File: src/rtl/dmem_arbiter.sv
// Arbitrates CPU and host onto single-port data memory; write gnt +1 cycle, read rvalid +2 cycles.
// Backpressure: requesters hold req until gnt; cpu_stall freezes the PC while a CPU access is pending.
module dmem_arbiter #(
    parameter int AW         = 32,
    parameter int DW         = 32,
    parameter int POLICY     = 0,
    parameter int STARVE_LIM = 4
) (
    input  logic          clk,
    input  logic          rst,
    input  logic          cpu_req,
    input  logic          cpu_we,
    input  logic [AW-1:0] cpu_addr,
    input  logic [DW-1:0] cpu_wdata,
    output logic          cpu_gnt,
    output logic          cpu_rvalid,
    output logic [DW-1:0] cpu_rdata,
    output logic          cpu_stall,
    input  logic          host_req,
    input  logic          host_we,
    input  logic [AW-1:0] host_addr,
    input  logic [DW-1:0] host_wdata,
    output logic          host_gnt,
    output logic          host_rvalid,
    output logic [DW-1:0] host_rdata,
    output logic          mem_en,
    output logic          mem_we,
    output logic [AW-1:0] mem_addr,
    output logic [DW-1:0] mem_wdata,
    input  logic [DW-1:0] mem_rdata
);
    typedef enum logic [1:0] {
        IDLE  = 2'd0,
        ISSUE = 2'd1,
        RESP  = 2'd2
    } state_t;

    localparam logic [7:0] LIM = 8'(STARVE_LIM);

    state_t        state_q, state_d;
    logic          owner_host_q;
    logic          we_q;
    logic [AW-1:0] addr_q;
    logic [DW-1:0] wdata_q;
    logic [7:0]    starve_cnt_q;
    logic          last_host_q;
    logic          any_req;
    logic          host_wins;
    logic          in_issue;
    logic          in_resp;

    assign any_req = cpu_req | host_req;

    always_comb begin
        host_wins = 1'b0;
        if (host_req && !cpu_req) begin
            host_wins = 1'b1;
        end else if (host_req && cpu_req) begin
            if (POLICY == 1) begin
                host_wins = ~last_host_q;
            end else begin
                host_wins = (starve_cnt_q == LIM);
            end
        end
    end

    always_ff @(posedge clk or negedge rst) begin
        if (!rst) begin
            state_q <= IDLE;
        end else begin
            state_q <= state_d;
        end
    end

    always_comb begin
        state_d = state_q;
        case (state_q)
            IDLE:    state_d = any_req ? ISSUE : IDLE;
            ISSUE:   state_d = we_q ? IDLE : RESP;
            RESP:    state_d = IDLE;
            default: state_d = IDLE;
        endcase
    end

    // Request fields are captured only at the IDLE decision so later changes cannot leak into an access.
    always_ff @(posedge clk or negedge rst) begin
        if (!rst) begin
            owner_host_q <= 1'b0;
            we_q         <= 1'b0;
            addr_q       <= '0;
            wdata_q      <= '0;
            last_host_q  <= 1'b1;
        end else if (state_q == IDLE && any_req) begin
            owner_host_q <= host_wins;
            we_q         <= host_wins ? host_we : cpu_we;
            addr_q       <= host_wins ? host_addr : cpu_addr;
            wdata_q      <= host_wins ? host_wdata : cpu_wdata;
            last_host_q  <= host_wins;
        end
    end

    // Counts consecutive host losses while it waits; saturates so the host wins on the next tie.
    always_ff @(posedge clk or negedge rst) begin
        if (!rst) begin
            starve_cnt_q <= 8'd0;
        end else if (state_q == IDLE) begin
            if (!host_req || host_wins) begin
                starve_cnt_q <= 8'd0;
            end else if (cpu_req && starve_cnt_q != LIM) begin
                starve_cnt_q <= starve_cnt_q + 8'd1;
            end
        end
    end

    always_comb begin
        in_issue    = (state_q == ISSUE);
        in_resp     = (state_q == RESP);
        mem_en      = in_issue;
        mem_we      = in_issue & we_q;
        mem_addr    = in_issue ? addr_q : '0;
        mem_wdata   = in_issue ? wdata_q : '0;
        cpu_gnt     = in_issue & ~owner_host_q;
        host_gnt    = in_issue & owner_host_q;
        cpu_rvalid  = in_resp & ~owner_host_q;
        host_rvalid = in_resp & owner_host_q;
        cpu_rdata   = cpu_rvalid ? mem_rdata : '0;
        host_rdata  = host_rvalid ? mem_rdata : '0;
    end

    assign cpu_stall = cpu_req & ~(cpu_gnt & cpu_we) & ~cpu_rvalid;

endmodule

File: config.mk
export PLATFORM = sky130hd
export DESIGN_NAME = dmem_arbiter
export DESIGN_NICKNAME = d
export VERILOG_FILES = /design/src/rtl/dmem_arbiter.sv
export SDC_FILE = /design/constraint.sdc
export NUM_CORES = 1
export LEC_CHECK = 0
export ABC_CLOCK_PERIOD_IN_PS = 2000
export CORE_MARGIN = 5
export CORE_UTILIZATION = 36
export DETAILED_ROUTE_END_ITERATION = 8
export MAX_ROUTING_LAYER = met4
export PLACE_DENSITY = 0.81
export SLEW_MARGIN = 20
export SYNTH_ARGS = -nofsm -noshare
export SYNTH_HDL_FRONTEND = slang
export SYNTH_SLANG_ARGS = --single-unit
File: constraint.sdc
create_clock -name clk -period 2 [get_ports clk]
set_input_delay 0.3 -clock clk [delete_from_list [all_inputs] [get_ports clk]]
set_output_delay 0.3 -clock clk [all_outputs]
set_load 0.02 [all_outputs]
==> report_table.html, run 1 <==
<table>
<tr><th>Metric</th><th>Value</th></tr>
<tr><th colspan="2">Status</th></tr>
<tr><td>Run status</td><td>finished with violations</td></tr>
<tr><td>Violated checks</td><td>negative setup slack</td></tr>
<tr><th colspan="2">Power and ir drop</th></tr>
<tr><td>Sequential power share</td><td>26.6%</td></tr>
<tr><td>Net switching power figure</td><td>4.12 mW</td></tr>
<tr><td>Leak pwr</td><td>roughly 3.7 nW</td></tr>
<tr><td>Combinational Power Share</td><td>55.6%</td></tr>
<tr><td>Net switching share of the total power</td><td>42.0%</td></tr>
<tr><td>Tot Pwr</td><td>9.81 mW</td></tr>
<tr><td>Worst VDD drop</td><td>0.588 mV</td></tr>
<tr><td>Clk network pwr share</td><td>17.8%</td></tr>
<tr><td>Design internal power</td><td>5.69 mW</td></tr>
<tr><td>Power Density</td><td>about 1300 nW/um^2</td></tr>
<tr><th colspan="2">Die</th></tr>
<tr><td>Height of the die</td><td>122 um</td></tr>
<tr><td>Die extent in x</td><td>about 120 um</td></tr>
<tr><td>Floorplan die area</td><td>~15000 um^2</td></tr>
<tr><td>Standard-cell rows</td><td>40</td></tr>
<tr><td>Placeable Area</td><td>roughly 12000 um^2</td></tr>
<tr><td>Top-Level Pins</td><td>301</td></tr>
<tr><td>Initial cell density of the core</td><td>37.0%</td></tr>
<tr><th colspan="2">STA</th></tr>
<tr><td>Hold Vio Cnt, Final</td><td>0</td></tr>
<tr><td>Final Cycle Share</td><td>101%</td></tr>
<tr><td>Highest attainable clock frequency</td><td>0.496 GHz</td></tr>
<tr><td>Setup repair after global routing missed its margin</td><td>yes</td></tr>
<tr><td>Final critical-path setup slack</td><td>-0.0143 ns</td></tr>
<tr><td>Normalized max-slew margin</td><td>65.6%</td></tr>
<tr><td>Clock period minus final worst setup slack</td><td>2.01 ns</td></tr>
<tr><td>Worst hold margin</td><td>0.460 ns</td></tr>
<tr><td>Largest clock skew in the final design</td><td>about 0.010 ns</td></tr>
<tr><td>Setup TNS</td><td>-0.0143 ns</td></tr>
<tr><td>Final max-slew violation count</td><td>0</td></tr>
<tr><td>Measured slew at the worst slew-check pin</td><td>about 0.5 ns</td></tr>
<tr><td>Final setup viols</td><td>1</td></tr>
<tr><th colspan="2">Clock network</th></tr>
<tr><td>CTS Buf Count</td><td>9</td></tr>
<tr><td>Clock insertion delay at the later pin of the skew report</td><td>0.33 ns</td></tr>
<tr><td>Sinks on the clock net</td><td>76</td></tr>
<tr><td>TritonCTS clock tree</td><td>yes</td></tr>
<tr><td>Clock Path Buffers</td><td>2</td></tr>
<tr><td>Reg clk slew, reported paths</td><td>0.06 ns</td></tr>
<tr><td>Library cell used as clock root buffer</td><td>clkbuf_16</td></tr>
<tr><td>H-tree depth reported by CTS</td><td>3</td></tr>
<tr><th colspan="2">Run</th></tr>
<tr><td>Number of max-cap violations</td><td>0</td></tr>
<tr><th colspan="2">Synthesis</th></tr>
<tr><td>Mean Syn Cell Area</td><td>a little over 9 um^2</td></tr>
<tr><td>Number of enable-type register cells in the synthesized netlist</td><td>0</td></tr>
<tr><td>Async S/R FF share, synth</td><td>100%</td></tr>
<tr><td>Cell type with the largest total area after synthesis</td><td>dfrtp_1</td></tr>
<tr><td>Ranking of synthesized cells by instance count</td><td>and2_1, dfrtp_1, nor2_1</td></tr>
<tr><td>Seq cells post-synth</td><td>76</td></tr>
<tr><td>Gate count after technology mapping</td><td>492</td></tr>
<tr><td>Yosys Warn Count</td><td>0</td></tr>
<tr><td>Post-synth top area share</td><td>42.5%</td></tr>
<tr><td>Library cell with the highest instance count after synthesis</td><td>and2_1</td></tr>
<tr><td>Predominant post-synthesis flop cell</td><td>dfrtp_1</td></tr>
<tr><td>Synthesized netlist net count</td><td>660</td></tr>
<tr><td>Library cells used by synthesis</td><td>34</td></tr>
<tr><td>Cell Area, Synth</td><td>4480 um^2</td></tr>
<tr><td>Share of the yosys chip area belonging to registers</td><td>42.5%</td></tr>
<tr><td>Synth area leaders</td><td>dfrtp_1, and2_1, mux2i_1</td></tr>
<tr><th colspan="2">Worst setup path</th></tr>
<tr><td>Critical-path maximum fanout</td><td>34</td></tr>
<tr><td>Number of cell instances on the worst register-to-register path</td><td>7</td></tr>
<tr><td>Reg2reg start</td><td>starve_cnt_q[1]</td></tr>
<tr><td>Kind of end point of the critical path</td><td>primary output</td></tr>
<tr><td>End of the worst register-to-register path</td><td>addr_q[16]</td></tr>
<tr><td>Worst setup path category</td><td>reg -&gt; out</td></tr>
<tr><td>Worst EP required</td><td>1.70 ns</td></tr>
<tr><td>Register-to-register setup slack</td><td>0.09 ns</td></tr>
<tr><td>Worst setup startpoint</td><td>state_q[0]</td></tr>
<tr><td>Type of element launching the critical path</td><td>flop</td></tr>
<tr><td>Crit path to</td><td>cpu_stall</td></tr>
<tr><td>Arrival time reported for the critical path endpoint</td><td>approximately 1.7 ns</td></tr>
<tr><th colspan="2">Global route</th></tr>
<tr><td>Maximum number of pins on one net before global-route repair</td><td>52</td></tr>
<tr><td>Via count of the first global-routing pass</td><td>4970</td></tr>
<tr><td>Total global routing overflow</td><td>0</td></tr>
<tr><td>Total routing resource utilization after global routing</td><td>23.6%</td></tr>
<tr><td>Wire length of the first global-routing pass</td><td>around 26 mm</td></tr>
<tr><td>Initial antenna violation count</td><td>0</td></tr>
<tr><th colspan="2">Finish</th></tr>
<tr><td>Reg area</td><td>1900 um^2</td></tr>
<tr><td>Fill cells</td><td>~1100</td></tr>
<tr><td>Inserted Diodes</td><td>0</td></tr>
<tr><td>Fin util</td><td>64.3%</td></tr>
<tr><td>Multi-input gate area in the final layout</td><td>~2400 um^2</td></tr>
<tr><td>Share of post-route cells with drive strength above 1</td><td>22.2%</td></tr>
<tr><td>Net count, final</td><td>955</td></tr>
<tr><td>Final Non-Filler Cells</td><td>960</td></tr>
<tr><td>Layout Area Growth over Synthesis</td><td>73.9%</td></tr>
<tr><th colspan="2">Detailed routing</th></tr>
<tr><td>Via count</td><td>approximately 4600</td></tr>
<tr><td>Total length of routed wires</td><td>between 15 and 20 mm</td></tr>
<tr><td>DRT Pass-1 Iters</td><td>6</td></tr>
<tr><td>Count of antenna-violating nets left after detailed routing</td><td>0</td></tr>
<tr><td>Iteration-0 DRC count of the detailed router</td><td>246</td></tr>
<tr><td>Vias per std cell</td><td>4.84</td></tr>
<tr><td>Post-detailed-route wirelength per cell</td><td>18.4 um</td></tr>
<tr><td>Number of remaining DRC errors</td><td>0</td></tr>
<tr><th colspan="2">Worst hold path</th></tr>
<tr><td>Hold/Removal Path Class</td><td>reg -&gt; reg</td></tr>
<tr><td>Hold Path Depth</td><td>1</td></tr>
<tr><th colspan="2">Placement</th></tr>
<tr><td>Gpl congestion</td><td>0.895</td></tr>
<tr><td>HPWL Detailed</td><td>13.6 mm</td></tr>
<tr><td>Port Buffers</td><td>300</td></tr>
<tr><td>Placed instance count</td><td>~940</td></tr>
</table>
-- through the flow --
| step | area, um^2 | worst slack [ns] |
|---|---|---|
| after detailed placement | 7740 | -0.144 |
| final | 7780 | -0.0143 |
| after CTS | 8200 | -0.0239 |
| after global placement | 7740 | -0.0977 |
| after floorplan | 4480 | 0.237 |
| after global routing | 7780 | -0.0900 |
-- layer usage --
layer | share of wire [%] | routed length [um] | track usage, %
met1 | 36 | 6290 | 24.8
met2 | 55 | 9760 | 44.3
met3 | 8.0 | 1410 | 5.41
met4 | 1.1 | 197 | 6.37
met5 | 0 | 0 | -
-- placed cells by master, fill, tap and decap left out, types with 2 or more instances in the layout --
cell type,netlist,layout
o22ai_1,2,2
nand3_1,3,3
buf_12,0,11
clkbuf_16,0,12
nand2_1,7,7
clkdlybuf4s50_1,0,164
nand2b_1,2,2
xnor2_1,4,4
mux2i_1,65,63
dfrtp_1,76,75
buf_2,11,70
inv_2,2,2
and2_1,131,130
bufinv_16,0,2
a21oi_1,66,66
nor3_1,2,2
clkdlybuf4s15_2,0,33
dlygate4sd2_1,0,5
clkbuf_2,0,21
inv_1,2,2
clkbuf_1,14,2
buf_4,4,8
nor2_1,76,76
-- repair_timing --
action                                  in CTS  in global routing
pin swaps                                    0                  1
endpoints found under the hold margin       36                  0
gates cloned                                 0                  3
hold buffers                                 1                  0
resized for setup                          360                102
endpoints found under the setup margin     133                105
buffers inserted                             0                  1
-- power groups by stage --
stage | Sequential [mW] | Combinational, mW | Clock (mW)
2_1_floorplan | 2.50 | 3.26 | 0
3_3_place_gp | 2.58 | 5.90 | 0
3_5_place_dp | 2.62 | 6.03 | 0
4_1_cts | 2.60 | 5.78 | 1.79
5_1_grt | 2.70 | 5.92 | 1.86
6_report | 2.61 | 5.45 | 1.74
-- worst min path at each step --
stage / start / slack [ns] / to
final: we_q / 0.46 / state_q[1]
after global routing: we_q / 0.48 / state_q[1]
after CTS: we_q / 0.46 / state_q[1]
after detailed placement: rst / 0.31 / state_q[1]
after global placement: rst / 0.31 / wdata_q[24]
after floorplan: rst / 0.004 / addr_q[0]
-- cells by family (layout without fill, tap and decap cells) --
group / after synthesis / count (layout) / share of synthesized area, %
AND/OR/NAND/NOR: 233 / 233 / 28.4
multiplexers: 65 / 65 / 14.5
buffers and inverters: 39 / 339 / 4.75
AO/OA/AOI/OAI: 73 / 73 / 8.50
adder cells (fa/ha/maj): 2 / 2 / 0.559
XOR/XNOR: 4 / 4 / 0.783
flip-flops: 76 / 76 / 42.5
-- area by class of cell --
class,count,area share [%]
Timing Repair Buffer,319,37.4
Clock inverter,4,0.932
Sequential cell,76,24.5
Tap cell,168,2.70
Clock buffer,12,3.17
Multi-Input combinational cell,377,31.1
Inverter,4,0.193
-- worst max-delay path: stages, from the launching register on --
cell and delay (ns):
dfrtp_2 0.45, nor3b_2 0.25, buf_12 0.20, nand2b_1 0.12, a21oi_1 0.04, dlygate4sd2_1 0.32
-- state kept, by name, summed over array words and instances, names as in the netlist --
register,cells
starve_cnt_q,8
addr_q,32
owner_host_q,1
state_q,2
wdata_q,32
we_q,1
(Power assumes the default switching activity.)
==> inputs of run 2 (changes only) <==
- ABC_CLOCK_PERIOD_IN_PS: 2000 -> default
==> results of run 2 <==
The final DEF is identical to that of run 1; final timing and power are the same.
